--- config.mk ---
export PLATFORM = sky130hd
export DESIGN_NAME = mem_arbiter
export DESIGN_NICKNAME = d
export VERILOG_FILES = /design/src/rtl/mem_arbiter_pkg.sv /design/src/rtl/mem_arbiter_arb_rr2.sv /design/src/rtl/mem_arbiter.sv
export SDC_FILE = /design/constraint.sdc
export NUM_CORES = 1
export LEC_CHECK = 0
export CELL_PAD_IN_SITES_DETAIL_PLACEMENT = 0
export CELL_PAD_IN_SITES_GLOBAL_PLACEMENT = 1
export CORE_UTILIZATION = 45
export DETAILED_ROUTE_END_ITERATION = 16
export DONT_BUFFER_PORTS = 1
export GPL_TIMING_DRIVEN = 0
export PLACE_DENSITY_LB_ADDON = 0.25
export SYNTH_ARGS = -nofsm -noshare
export SYNTH_HDL_FRONTEND = slang
export SYNTH_SLANG_ARGS = --single-unit
--- constraint.sdc ---
create_clock -name clk -period 2.3 [get_ports clk]
set_clock_uncertainty 0.15 [all_clocks]
set_input_delay 0.46 -clock clk [delete_from_list [all_inputs] [get_ports clk]]
set_output_delay 0.46 -clock clk [all_outputs]
set_load 0.01 [all_outputs]
--- src/rtl/mem_arbiter_pkg.sv ---
// Shared types and constants for the two-master memory bus arbiter.
package mem_arbiter_pkg;

    typedef enum logic [1:0] {
        IDLE,
        ACCESS,
        WAIT,
        DONE
    } state_t;

    localparam logic REQ_CPU    = 1'b0;
    localparam logic REQ_LOADER = 1'b1;

    localparam int RD_LAT_DEFAULT = 1;

endpackage

--- src/rtl/mem_arbiter_arb_rr2.sv ---
// Two-way round-robin pick: on a tie, the requester that did not win last time is chosen.
module arb_rr2
    import mem_arbiter_pkg::*;
(
    input  logic req0,
    input  logic req1,
    input  logic last_gnt,
    output logic winner,
    output logic valid
);

    always_comb begin
        valid = req0 | req1;
        if (req0 && req1) begin
            winner = ~last_gnt;
        end else begin
            winner = req1 ? REQ_LOADER : REQ_CPU;
        end
    end

endmodule

--- src/rtl/mem_arbiter.sv ---
// Arbitrates a CPU data port and a loader/DMA master onto one memory bus,
// one transaction at a time: IDLE -> ACCESS -> (WAIT) -> DONE -> IDLE.
module mem_arbiter
    import mem_arbiter_pkg::*;
#(
    parameter int RD_LAT = RD_LAT_DEFAULT
) (
    input  logic        clk,
    input  logic        rst_n,
    input  logic        m0_req,
    input  logic [31:0] m0_addr,
    input  logic [31:0] m0_wdata,
    input  logic        m0_we,
    input  logic        m0_re,
    output logic        m0_gnt,
    output logic [31:0] m0_rdata,
    output logic        m0_done,
    input  logic        m1_req,
    input  logic [31:0] m1_addr,
    input  logic [31:0] m1_wdata,
    input  logic        m1_we,
    input  logic        m1_re,
    output logic        m1_gnt,
    output logic [31:0] m1_rdata,
    output logic        m1_done,
    output logic [31:0] bus_addr,
    output logic [31:0] bus_wdata,
    output logic        bus_we,
    output logic        bus_re,
    input  logic [31:0] bus_rdata
);

    localparam logic [1:0] WAIT_INIT = 2'(RD_LAT >= 2 ? RD_LAT - 2 : 0);

    state_t      state;
    logic        last_gnt;
    logic        owner;
    logic        lat_we;
    logic        lat_re;
    logic [1:0]  wait_cnt;
    logic        pick;
    logic        pick_valid;
    logic [31:0] sel_addr;
    logic [31:0] sel_wdata;
    logic        sel_we;
    logic        sel_re;
    logic        is_read;
    logic        capture;
    logic        complete;

    arb_rr2 u_arb (
        .req0     (m0_req),
        .req1     (m1_req),
        .last_gnt (last_gnt),
        .winner   (pick),
        .valid    (pick_valid)
    );

    assign sel_addr  = (pick == REQ_LOADER) ? m1_addr  : m0_addr;
    assign sel_wdata = (pick == REQ_LOADER) ? m1_wdata : m0_wdata;
    assign sel_we    = (pick == REQ_LOADER) ? m1_we    : m0_we;
    assign sel_re    = (pick == REQ_LOADER) ? m1_re    : m0_re;

    // A request with both qualifiers set is a write; only a pure read waits for data.
    assign is_read  = lat_re & ~lat_we;
    assign capture  = (state == ACCESS && is_read && RD_LAT == 1) ||
                      (state == WAIT && wait_cnt == 2'd0);
    assign complete = (state == ACCESS && !is_read) || capture;

    // NOTE: all state below uses non-blocking assignments so every register
    // samples pre-edge values and the branches cannot race each other.
    always_ff @(posedge clk or negedge rst_n) begin
        if (!rst_n) begin
            state     <= IDLE;
            last_gnt  <= REQ_LOADER;
            owner     <= REQ_CPU;
            lat_we    <= 1'b0;
            lat_re    <= 1'b0;
            wait_cnt  <= 2'd0;
            bus_addr  <= '0;
            bus_wdata <= '0;
            bus_we    <= 1'b0;
            bus_re    <= 1'b0;
            m0_gnt    <= 1'b0;
            m1_gnt    <= 1'b0;
            m0_done   <= 1'b0;
            m1_done   <= 1'b0;
            m0_rdata  <= '0;
            m1_rdata  <= '0;
        end else begin
            case (state)
                IDLE: begin
                    if (pick_valid) begin
                        owner     <= pick;
                        last_gnt  <= pick;
                        lat_we    <= sel_we;
                        lat_re    <= sel_re;
                        // bus_addr/bus_wdata double as the request latch and hold until the next grant.
                        bus_addr  <= sel_addr;
                        bus_wdata <= sel_wdata;
                        bus_we    <= sel_we;
                        bus_re    <= sel_re & ~sel_we;
                        m0_gnt    <= (pick == REQ_CPU);
                        m1_gnt    <= (pick == REQ_LOADER);
                        state     <= ACCESS;
                    end
                end
                ACCESS: begin
                    bus_we <= 1'b0;
                    bus_re <= 1'b0;
                    if (is_read && RD_LAT > 1) begin
                        wait_cnt <= WAIT_INIT;
                        state    <= WAIT;
                    end else begin
                        state <= DONE;
                    end
                end
                WAIT: begin
                    if (wait_cnt == 2'd0) begin
                        state <= DONE;
                    end else begin
                        wait_cnt <= wait_cnt - 2'd1;
                    end
                end
                DONE: begin
                    m0_gnt   <= 1'b0;
                    m1_gnt   <= 1'b0;
                    m0_done  <= 1'b0;
                    m1_done  <= 1'b0;
                    m0_rdata <= '0;
                    m1_rdata <= '0;
                    state    <= IDLE;
                end
                default: state <= IDLE;
            endcase

            if (complete) begin
                m0_done <= (owner == REQ_CPU);
                m1_done <= (owner == REQ_LOADER);
            end
            if (capture) begin
                if (owner == REQ_CPU) begin
                    m0_rdata <= bus_rdata;
                end else begin
                    m1_rdata <= bus_rdata;
                end
            end
        end
    end

endmodule

==> flow_summary_export.csv, run 1 <==
group,metric,value,unit
power_and_ir_drop,power.density,1360,mW/mm²
drt,drc,0,
clocking,htree_levels,4,
clocking,clk_pin_slew,0.06,ns
run,cap_violations,0,
logic_synthesis,synth_top_area_cell,"dfrtp_1",
sta,maxSlewHeadroom,0.6840,
logic_synthesis,ys_seq_elements,142,
placement,place_area,0.006570,mm²
sta,drv_slew,0,
placement,port_buffers,0,
finish,final_area,0.007254,mm²
sta,fin_setup_tns,0,ns
clocking,cts_num_sinks,142,
sta,fin_ws,0.2274,ns
drt,drtIter0Drc,233,
logic_synthesis,post-synth-top-count-cell,"dfrtp_1",
logic_synthesis,async_flop_share,1.000,
power_and_ir_drop,p_total,0.009863,W
global_route,grt_max_degree,143,
critical_path,critical_path_class,"reg2reg",
sta,fin_crit,2.073,ns
critical_path,start_kind,"flop",
logic_synthesis,synth_edf_count,0,
placement,gp_congestion,0.7626,
die,core,0.01383,mm²
sta,fmax,482.5,MHz
logic_synthesis,syn_inst,626,
global_route,grt_pass1_vias,4726,
finish,fin_nets,830,
logic_synthesis,netlist_area,0.006345,mm²
critical_path,slowest_stage,"dfrtp_1",
sta,whs,-0.4118,ns
logic_synthesis,synth_ff_type,"dfrtp_1",
logic_synthesis,yosysSeqAreaShare,0.5602,
logic_synthesis,synth_common_cells,"dfrtp_1, nand2_1, o21ai_0",
clocking,cts_tree,"yes",
sta,hold_viol_final,142,
die,rows,43,
critical_path,reg2reg_to,"m1_rdata[5]",
finish,n_antenna_cell,0,
critical_path,cp_max_fo,10,
run_status,outcome,"complete, but fails checks",
drt,antenna_left,0,
critical_path,max_stage_delay,0.43,ns
die,die_w,120.7,µm
die,die_h,120.7,µm
power_and_ir_drop,ir_worst_vdd,578.9,µV
clocking,cts_buffers,17,
placement,dp_hpwl,12.13,mm
global_route,grt_usage,0.2298,
critical_path,worstPathCellList,"inv_1, ha_1, nand3b_1, a21oi_2, clkbuf_2, o21ai_0",
logic_synthesis,synth.area.top_cells,"dfrtp_1, mux2i_1, nand2_1",
die,dieArea,0.01458,mm²
critical_path,reg2reg_depth,6,
critical_path,r2r_start,"state[1]",
global_route,overflow,0,
clocking,cts_max_path_buffers,2,
finish,multiInputGateArea,0.002542,mm²
sta,worst_slew_pin_slew,0.4739,ns
sta,setup-violations-final,0,
finish,fillers,1275,
placement,pre_cts_slack,0.03250,ns
die,ioPinCount,302,
logic_synthesis,yosysTopAreaCellShare,0.5561,
power_and_ir_drop,p_leak,3.441,nW
finish,register_area,0.003555,mm²
logic_synthesis,syn_nets,800,
logic_synthesis,ys_types,30,
drt,viasPerCell,5.372,
run_status,violations,"hold timing",
global_route,grt_pass1_wl,25.33,mm
logic_synthesis,yosysWarnings,0,
drt,totalWireLength,16.52,mm
drt,num_vias,4561,
critical_path,arrival,2.20,ns
critical_path,endpoint_kind,"flop",
critical_path,r2r_slack,0.23,ns
sta,post-route-period-util,0.9011,
min_path,hp-class,"in2async",
clocking,cts-root-buf,"clkbuf_16",
finish,area_growth,14.34,%
sta,rsz0062_at_grt,"no",
global_route,antenna_found_initial,0,
finish,drive_gt1_frac,0.1001,
critical_path,required,2.43,ns
clocking,clk_latency,0.41,ns
drt,first_pass_iters,6,
clocking,ctsHoldBuffers,11,
die,start_util,0.4589,
logic_synthesis,synth.avg_cell_area,10.14,µm²
drt,avgRoutedWirePerCell,19.45,µm
==> placed cells by master, fill, tap and decap left out <==
cell type	Yosys	routed
clkbuf_2	5	6
and2_1	1	1
o21ai_2	1	2
a21boi_0	1	1
nand2b_1	65	65
clkinv_2	0	6
buf_4	2	2
ha_1	6	6
nand2_1	137	137
buf_2	16	16
o21ai_0	95	95
dfstp_2	1	1
clkinvlp_4	0	2
clkinv_4	0	1
o31ai_1	2	2
clkbuf_1	14	14
clkbuf_16	0	17
a31oi_1	1	1
xnor2_1	1	1
a22o_1	4	4
o21ai_1	40	39
inv_1	6	6
nand3b_1	3	3
a21o_1	1	1
dlygate4sd3_1	0	11
buf_6	5	5
a21oi_1	2	2
mux2i_1	66	66
mux2_2	1	1
a21oi_2	2	2
o32ai_2	1	1
nor2b_1	2	2
inv_6	0	3
nor2_1	3	3
a21bo_1	1	1
dfrtp_1	141	141
bufinv_16	0	2
==> worst max-delay path: cells and delay by family (launching register included) <==
kind | cells | cell delay (ns)
simple gates | 1 | 0.17
flops | 1 | 0.43
fa+ha+maj | 1 | 0.24
compound gates | 2 | 0.54
buf+inv | 2 | 0.40
==> logic make-up (layout without fill, tap and decap cells) <==
family / after synthesis / count (layout) / share of synthesized area
AND/OR/NAND/NOR: 211 / 211 / 0.1534
buffers and inverters: 48 / 91 / 0.03964
adder cells (fa/ha/maj): 6 / 6 / 0.01183
AO/OA/AOI/OAI: 151 / 151 / 0.1276
XOR/XNOR: 1 / 1 / 0.001381
multiplexers: 67 / 67 / 0.1059
flip-flops: 142 / 142 / 0.5602
==> registers in the layout, indices dropped and copies added, names as in the netlist, 2 cells and up <==
register	cells
m1_rdata	32
bus_wdata	32
wait_cnt	2
m0_rdata	32
bus_addr	32
state	2
==> layer usage <==
| metal | share of wire | GRT usage | up-vias | wire (µm) |
|---|---|---|---|---|
| met5 | 0 | 0 | - | 0 |
| met4 | 0.023 | 0.09954 | 0 | 381 |
| met3 | 0.099 | 0.1000 | 26 | 1635 |
| met2 | 0.51 | 0.3890 | 189 | 8404 |
| met1 | 0.37 | 0.2492 | 2197 | 6094 |
| li1 | - | - | 2149 | - |
==> cell type report <==
type                       instances  area share
buffer                            42     0.03174
clock buffer                      18     0.05916
clock inverter                    14     0.01932
inverter                           6    0.003105
multi-input combinational        436      0.3505
sequential                       142      0.4900
tap                              180     0.03105
timing repair buffer              11     0.01518
==> worst max path at each step <==
stage	endpoint	slack (ns)	from
5_1_grt	m0_rdata[18]	0.005	state[1]
4_1_cts	bus_addr[17]	0.03	state[0]
6_report	m1_rdata[5]	0.23	state[1]
3_5_place_dp	bus_addr[19]	0.03	state[0]
3_3_place_gp	bus_addr[19]	0.10	state[0]
2_1_floorplan	bus_addr[16]	0.61	state[0]
==> what timing repair did <==
action	in CTS	in global routing
gates resized for setup	0	3
hold endpoints to repair	155	142
setup endpoints to repair	0	13
buffers inserted	0	0
==> power by group <==
part | switching (W) | leakage (nW) | internal [W]
registers | 0.00114 | 1.83 | 0.00344
clock network | 0.00108 | 0.280 | 0.00159
logic | 0.00151 | 1.33 | 0.00109
total | 0.00374 | 3.44 | 0.00612
==> metrics by stage <==
step,std cells,hold WS (ns),utilization
after floorplan,626,0.01441,-
after CTS,849,-0.4310,0.5243
after global placement,806,0.01728,0.4752
final,849,-0.4118,0.5247
after detailed placement,806,0.01726,0.4752
after global routing,849,-0.4397,0.5247
(Power assumes the default switching activity.)
==> inputs of run 2 (changes only) <==
- clock period: 2.3 -> 2.1 ns (I/O delays scaled with it)
==> flow_summary_export.csv, run 2 (same netlist as run 1, synthesis figures left out) <==
group,metric,value,unit
die,core,0.01383,mm²
clocking,cts_num_sinks,142,
die,die_h,120.7,µm
critical_path,reg2reg_depth,7,
sta,rsz0062_at_grt,"no",
die,rows,43,
sta,setup-violations-final,0,
critical_path,start_kind,"flop",
global_route,grt_pass1_vias,4862,
finish,final_cell_mix,"dfrtp_1, nand2_1, o21ai_0, mux2i_1, nand2b_1",
clocking,cts_tree,"yes",
global_route,overflow,0,
global_route,antenna_found_initial,0,
sta,worst_slew_pin_slew,0.4459,ns
drt,antenna_left,0,
drt,num_vias,4690,
clocking,clk_latency,0.41,ns
placement,place_inst,806,
drt,first_pass_iters,4,
finish,area_growth,18.89,%
global_route,grt_pass1_wl,25.74,mm
run,cap_violations,0,
placement,gp_congestion,0.7626,
run_status,violations,"hold timing",
drt,totalWireLength,16.85,mm
sta,fin_crit,1.970,ns
sta,whs,-0.4468,ns
run_status,outcome,"complete, but fails checks",
critical_path,cp_max_fo,10,
finish,n_antenna_cell,0,
critical_path,required,2.22,ns
critical_path,critical_path_class,"reg2reg",
finish,final_cells,877,
drt,viasPerCell,5.348,
critical_path,endpoint_kind,"flop",
min_path,hp-class,"in2async",
die,start_util,0.4589,
drt,highest_layer,"met4",
clocking,cts-root-buf,"clkbuf_16",
critical_path,arrival,2.09,ns
placement,port_buffers,0,
sta,drv_slew,0,
clocking,cts_buffers,17,
clocking,htree_levels,4,
power_and_ir_drop,power.density,1455,mW/mm²
placement,dp_hpwl,12.13,mm
finish,final_common_cell,"dfrtp_1",
drt,route.met2.wl,8.696,mm
clocking,ctsHoldBuffers,33,
die,dieArea,0.01458,mm²
drt,drc,0,
drt,avgRoutedWirePerCell,19.21,µm
drt,wl_met3,1.500,mm
sta,hold_viol_final,142,
power_and_ir_drop,p_total,0.01098,W
die,ioPinCount,302,
clocking,clk_pin_slew,0.06,ns
sta,post-route-period-util,0.9381,
finish,fin_nets,858,
die,die_w,120.7,µm
sta,maxSlewHeadroom,0.7027,
global_route,grt_usage,0.2325,
global_route,grt_max_degree,143,
clocking,cts_max_path_buffers,2,
finish,drive_gt1_frac,0.1076,
power_and_ir_drop,ir_worst_vdd,622.3,µV
power_and_ir_drop,p_leak,3.570,nW
sta,fmax,507.6,MHz
drt,drtIter0Drc,257,
drt,wl_met1,6.364,mm
## run 2: cell count changes in the layout (fill, tap and decap cells not counted), sizes merged
cell         before  now
a21oi             4    5
dlygate4sd3      11   33
buf              23   28
## run 2: path summary, 6_finish.rpt
| check | from | slack (ns) | endpoint |
|---|---|---|---|
| setup / recovery | state[1] | 0.13 | m1_rdata[5] |
| hold / removal | rst_n | -0.45 | m0_rdata[6] |
| setup reg to reg | state[1] | 0.13 | m1_rdata[5] |
| hold reg to reg | wait_cnt[0] | 0.33 | wait_cnt[0] |
| max in group asynchronous | rst_n | 2.03 | last_gnt |
| min in group clk | m1_wdata[29] | 0.04 | bus_wdata[29] |
## run 2: repair_timing
action                                 in CTS  in global routing
buffers inserted                            0                  5
setup endpoints to repair                  39                 66
gates resized for setup                     2                 10
endpoints found under the hold margin     207                142
gates cloned                                0                  1
pin swaps                                   0                  3
## run 2: routing by layer
metal | vias up | global-route usage
li1 | 2209 | -
met4 | 0 | 0.09877
met5 | - | 0
met1 | 2277 | 0.2505
met2 | 185 | 0.3994
met3 | 19 | 0.09717
## run 2: power by group
part	internal (W)	switching, W	total (W)
Sequential	0.00377	0.00126	0.00503
Clock	0.00175	0.00118	0.00293
Combinational	0.00129	0.00172	0.00302
## run 2: area by class of cell
type | instances | area, µm²
fillers | 1253 | 6284
flip-flops and latches | 142 | 3555
multi-input cells | 437 | 2566
clock buffers | 18 | 429.2
repair buffers | 38 | 367.9
plain buffers | 42 | 237.7
well taps | 180 | 225.2
clock inverters | 14 | 140.1
inverters | 6 | 22.52
## run 2: metrics by stage
step	TNS (ns)	area (µm²)	hold WS, ns	utilization	setup WS, ns
2_1_floorplan	0	6345	-0.02559	-	0.4147
3_3_place_gp	-0.9228	6570	-0.02272	0.4752	-0.09688
3_5_place_dp	-1.751	6570	-0.02274	0.4752	-0.1675
4_1_cts	-0.1466	7475	-0.4710	0.5406	-0.03749
5_1_grt	0	7543	-0.4797	0.5456	0.01219
6_report	0	7543	-0.4468	0.5456	0.1301
## run 2: worst max-delay path: stages, from the launching register on
cell and delay, ns:
dfrtp_1 0.43, inv_1 0.10, ha_1 0.25, nand3b_1 0.10, buf_4 0.17, a21oi_4 0.24
buf_2 0.27, o21ai_0 0.14
